**src/rtl/rll27_decoder.sv**
```systemverilog
//==============================================================================
// Module   : rll27_decoder
// Purpose  : RLL(2,7) channel decoder: NRZI removal, code-word parsing and a
//            serial bit FIFO with valid/ready output.
// Revision : 1.0 - initial release
//==============================================================================
`default_nettype none

module rll27_decoder #(
    parameter int FIFO_DEPTH = 8,
    parameter bit NRZI       = 1'b1
) (
    input  logic clk_i,
    input  logic arst_i,
    input  logic chan_i,
    input  logic chan_valid_i,
    output logic data_o,
    output logic data_valid_o,
    input  logic data_ready_i,
    output logic err_o,
    output logic ovf_o
);

    localparam int AW = $clog2(FIFO_DEPTH);
    localparam logic [AW:0] C_DEPTH = (AW+1)'(FIFO_DEPTH);

    // Parser state
    logic       r_prev;
    logic [7:0] r_sr;
    logic [3:0] r_cnt;
    logic       r_wr_en;
    logic [2:0] r_wr_len;
    logic [3:0] r_wr_data;
    logic       r_err;

    logic       w_code_bit;
    logic [7:0] w_sr_nxt;
    logic [3:0] w_cnt_nxt;
    logic       w_match;
    logic       w_err;
    logic [2:0] w_len;
    logic [3:0] w_data;

    // Decoded word is left-aligned in w_data: first data bit at bit 3
    always_comb begin
        w_code_bit = NRZI ? (chan_i ^ r_prev) : chan_i;
        w_sr_nxt   = {r_sr[6:0], w_code_bit};
        w_cnt_nxt  = r_cnt + 4'd1;
        w_match    = 1'b0;
        w_err      = 1'b0;
        w_len      = 3'd0;
        w_data     = 4'd0;
        case (w_cnt_nxt)
            4'd2: w_err = (w_sr_nxt[1:0] == 2'b11);
            4'd4: begin
                case (w_sr_nxt[3:0])
                    4'b0100: begin w_match = 1'b1; w_len = 3'd2; w_data = 4'b1000; end
                    4'b1000: begin w_match = 1'b1; w_len = 3'd2; w_data = 4'b1100; end
                    4'b0000, 4'b0001, 4'b0010, 4'b1001: ;
                    default: w_err = 1'b1;
                endcase
            end
            4'd6: begin
                case (w_sr_nxt[5:0])
                    6'b000100: begin w_match = 1'b1; w_len = 3'd3; w_data = 4'b0000; end
                    6'b100100: begin w_match = 1'b1; w_len = 3'd3; w_data = 4'b0100; end
                    6'b001000: begin w_match = 1'b1; w_len = 3'd3; w_data = 4'b0110; end
                    6'b001001, 6'b000010: ;
                    default: w_err = 1'b1;
                endcase
            end
            4'd8: begin
                case (w_sr_nxt)
                    8'b00100100: begin w_match = 1'b1; w_len = 3'd4; w_data = 4'b0010; end
                    8'b00001000: begin w_match = 1'b1; w_len = 3'd4; w_data = 4'b0011; end
                    default: w_err = 1'b1;
                endcase
            end
            default: ;
        endcase
    end

    always_ff @(posedge clk_i or posedge arst_i) begin
        if (arst_i) begin
            r_prev    <= 1'b0;
            r_sr      <= 8'd0;
            r_cnt     <= 4'd0;
            r_wr_en   <= 1'b0;
            r_wr_len  <= 3'd0;
            r_wr_data <= 4'd0;
            r_err     <= 1'b0;
        end else begin
            r_wr_en <= 1'b0;
            r_err   <= 1'b0;
            if (chan_valid_i) begin
                r_prev    <= chan_i;
                r_wr_en   <= w_match;
                r_wr_len  <= w_len;
                r_wr_data <= w_data;
                r_err     <= w_err;
                if (w_match || w_err) begin
                    r_sr  <= 8'd0;
                    r_cnt <= 4'd0;
                end else begin
                    r_sr  <= w_sr_nxt;
                    r_cnt <= w_cnt_nxt;
                end
            end
        end
    end

    // Bit FIFO
    logic [FIFO_DEPTH-1:0] r_mem;
    logic [AW-1:0]         r_wr_ptr;
    logic [AW-1:0]         r_rd_ptr;
    logic [AW:0]           r_occ;
    logic                  r_valid;
    logic                  r_ovf;

    logic        w_pop;
    logic        w_push;
    logic        w_drop;
    logic [AW:0] w_len_ext;
    logic [AW:0] w_free;
    logic [AW:0] w_occ_nxt;

    always_comb begin
        w_len_ext = (AW+1)'(r_wr_len);
        w_pop     = r_valid & data_ready_i;
        w_free    = C_DEPTH - r_occ;
        // Space is judged on start-of-cycle occupancy; a same-cycle pop does not help
        w_push    = r_wr_en & (w_free >= w_len_ext);
        w_drop    = r_wr_en & ~w_push;
        w_occ_nxt = r_occ + (w_push ? w_len_ext : '0) - (AW+1)'(w_pop);
    end

    always_ff @(posedge clk_i or posedge arst_i) begin
        if (arst_i) begin
            r_mem    <= '0;
            r_wr_ptr <= '0;
            r_rd_ptr <= '0;
            r_occ    <= '0;
            r_valid  <= 1'b0;
            r_ovf    <= 1'b0;
        end else begin
            if (w_push) begin
                for (int i = 0; i < 4; i++) begin
                    if (3'(i) < r_wr_len) begin
                        r_mem[r_wr_ptr + AW'(i)] <= r_wr_data[3-i];
                    end
                end
                r_wr_ptr <= r_wr_ptr + AW'(r_wr_len);
            end
            if (w_pop) begin
                r_rd_ptr <= r_rd_ptr + AW'(1);
            end
            r_occ   <= w_occ_nxt;
            r_valid <= (w_occ_nxt != '0);
            r_ovf   <= r_ovf | w_drop;
        end
    end

    assign data_o       = r_mem[r_rd_ptr];
    assign data_valid_o = r_valid;
    assign err_o        = r_err;
    assign ovf_o        = r_ovf;

endmodule

`default_nettype wire

```
**config.mk**
```make
export PLATFORM = sky130hd
export DESIGN_NAME = rll27_decoder
export DESIGN_NICKNAME = d
export VERILOG_FILES = /design/src/rtl/rll27_decoder.sv
export SDC_FILE = /design/constraint.sdc
export NUM_CORES = 1
export LEC_CHECK = 0
export CAP_MARGIN = 15
export CORE_MARGIN = 5
export CORE_UTILIZATION = 60
export DETAILED_ROUTE_END_ITERATION = 12
export PLACE_DENSITY = 0.85
export SLEW_MARGIN = 20
export SYNTH_ARGS = -nofsm -noshare
export SYNTH_HDL_FRONTEND = slang
export SYNTH_SLANG_ARGS = --single-unit
export TNS_END_PERCENT = 30
```
**constraint.sdc**
```tcl
create_clock -name clk_i -period 4.6 [get_ports clk_i]
set_input_delay 0.46 -clock clk_i [delete_from_list [all_inputs] [get_ports clk_i]]
set_output_delay 0.46 -clock clk_i [all_outputs]
set_load 0.05 [all_outputs]
```
==> flow_metrics.py <==
metrics = {
    "layout": {
        "syn2layout_area_growth_pct": 6.52,
        "ff_latch_area_um2": 1030,
        "fillCellCount": 397,
        "layout-drive-gt1-share_pct": 8.33,
        "multi_input_area_um2": 1810,
        "final_common_cell": "dfrtp_1",
        "layout.nets": 358,
        "antennaDiodeCount": 0,
        "final_cell_mix": "41 x dfrtp_1, 32 x inv_1, 26 x nand2_1",
    },
    "logic_synthesis": {
        "synthesis.area_um2": 3030,
        "syn_inst": 336,
        "ys_seq_area_share_pct": 33.8,
        "syn_nets": 359,
        "avgSynthCellArea_um2": 9.03,
        "synthDistinctLibCells": 60,
        "synth_top_area_cell": "dfrtp_1",
        "synth.top_cell.area_share_pct": 33.8,
        "ys.warnings.count": 0,
        "synth_edf_count": 0,
        "synth_flop_cell": "dfrtp_1",
        "synthArstFlopShare_pct": 100,
        "yosys_register_bits": 41,
        "synthTopCellsByArea": "dfrtp_1 34%, ha_1 6.6%, inv_1 4.0%, o22ai_1 3.7%, nand2_1 3.2%",
    },
    "drt": {
        "routed_wl_um": 6980,
        "drt_pass1_iterations": 7,
        "vias": 2672,
        "drcViolationCount": 0,
        "vias_per_cell": 6.63,
        "routedWlPerCell_um": 17.3,
        "antenna_left": 0,
        "initialDrtViolationCount": 428,
    },
    "sta": {
        "fin_crit_ns": 3.70,
        "slew_violations": 0,
        "layout_setup_ws_ns": 0.901,
        "fin_crit_sh_pct": 80.4,
        "tightest_slew_ns": 0.847,
        "hold_slack_ns": 0.486,
        "setup_viol": 0,
        "fin_tns_setup_ns": 0,
        "fmax_mhz": 270,
        "hold_viol": 0,
        "slew_headroom_pct": 43.3,
        "rsz0062_at_grt": "no",
        "skew_ns": 0.00952,
    },
    "power_and_ir_drop": {
        "cellPowerDensity_nw_per_um2": 474,
        "fin_total_pwr_uw": 1530,
        "p_leak_uw": 0.00126,
        "ir_worst_vdd_mv": 0.340,
    },
    "critical_path": {
        "path_buf_inv": 4,
        "cp-end-kind": "register",
        "cp_top_family": "adder cells",
        "critPathLaunchType": "register",
        "slowest_delay_ns": 0.51,
        "cp_data_arrival_time_ns": 3.87,
        "cp_cell_sequence": "inv_1 > ha_1 > ha_1 > a21o_1 > a211o_1 > and2_1 > nand2_1 > ha_1 > inv_1 > ha_1 > inv_1 > fa_1 > inv_1 > or4_1",
        "path_class": "register to register",
        "crit_fanout": 14,
        "worst-endpoint-required_ns": 4.77,
        "slowest_stage": "or4_1",
    },
    "clock_tree": {
        "ctsHoldBuffers": 0,
        "cts_tree": "yes",
        "clock_latency_ns": 0.29,
        "cts_setup_buffers": 0,
        "numCtsBuffers": 5,
        "root_buffer": "clkbuf_8",
        "cts_resized": 0,
        "cts_max_level": 2,
        "clock_tree.buffer_depth": 2,
        "clkTransAtPathRegs_ns": 0.08,
        "clock_sinks": 41,
    },
    "global_route": {
        "grt_pass1_wl_um": 12400,
        "grtUsageTotal_pct": 24.1,
        "antenna_found_initial": 0,
        "grt_pass1_vias": 2626,
        "grt_max_degree": 42,
        "grt_overflow": 0,
    },
    "placed_design": {
        "globalplace.congestion": 0.927,
        "pre_cts_slack_ns": 0.959,
        "port_buffers": 8,
        "dp_hpwl_um": 5030,
    },
    "die": {
        "initial_utilization_pct": 63.0,
        "io_pins": 9,
        "fp.dieH_um": 81.1,
        "num_rows": 25,
        "die_area_um2": 6580,
        "die_w_um": 81.1,
        "core_area_um2": 4820,
    },
    "flow_run": {
        "cap_violations": 0,
    },
    "hold_path": {
        "hold_path_class": "register to register",
    },
    "status": {
        "outcome": "finished, final reports clean",
    },
}
cell usage after synthesis, types with 6 or more instances:
cell type	number
a21oi_1	19
a22oi_1	6
and2_1	6
clkbuf_1	9
dfrtp_1	41
ha_1	16
inv_1	32
nand2_1	26
nand2b_1	8
nand3_1	18
nor2_1	10
nor2b_1	6
o21ai_0	8
o22ai_1	18
o2bb2ai_1	8
o31ai_1	6
xnor2_1	9
registers in the layout, indices dropped and copies added (netlist names), 3 cells and up:
register / count
r_wr_data: 4
r_wr_len: 3
r_mem: 8
r_sr: 7
r_rd_ptr: 3
r_cnt: 4
r_wr_ptr: 3
r_occ: 4
metal layers:
| layer | part of all wire, % | up-vias | GRT usage, % |
|---|---|---|---|
| met3 | 7.4 | 21 | 4.32 |
| li1 | - | 1244 | - |
| met4 | 2.3 | 0 | 8.78 |
| met1 | 42 | 1272 | 32.9 |
| met2 | 48 | 135 | 38.3 |
| met5 | 0 | - | 0 |
kinds of logic (layout without fill, tap and decap cells):
logic type	after synthesis	in the layout	synth area share, %
compound gates	107	107	26.5
simple gates	99	99	17.4
buf+inv	49	49	6.43
flops	41	41	33.8
fa+ha+maj	18	18	7.92
xor+xnor	14	14	4.29
mux	8	8	3.67
stage by stage:
| step | util (%) | cells | area (µm²) |
|---|---|---|---|
| finish | 67.1 | 403 | 3230 |
| global route | 67.1 | 403 | 3230 |
| CTS | 67.1 | 403 | 3230 |
| detailed placement | 65.0 | 395 | 3130 |
| global placement | 65.0 | 395 | 3130 |
| floorplan | - | 336 | 3030 |
final cells by class:
cell class	count	area share, %
well taps	67	2.59
multi-input cells	246	56.1
clock inverters	1	0.155
flip-flops and latches	41	31.7
clock buffers	7	2.98
repair buffers	9	2.71
inverters	32	3.72
path summary, 6_finish.rpt:
check | start | to | slack [ns] | cells past startpoint
worst max-delay path | r_occ[0]$_DFF_PP0_ | data_valid_o$_DFF_PP0_ | 0.90 | 14
worst min-delay path | ovf_o$_DFF_PP0_ | ovf_o$_DFF_PP0_ | 0.49 | 1
worst max register to register | r_occ[0]$_DFF_PP0_ | data_valid_o$_DFF_PP0_ | 0.90 | 14
worst min register to register | ovf_o$_DFF_PP0_ | ovf_o$_DFF_PP0_ | 0.49 | 1
max in group asynchronous | arst_i | r_sr[5]$_DFFE_PP0P_ | 3.64 | 3
min in group asynchronous | arst_i | r_occ[3]$_DFF_PP0_ | 0.60 | 3
power breakdown:
group,internal (µW),switching (µW)
Sequential,450,129
Clock,136,122
Combinational,306,388
(Power assumes the default switching activity.)
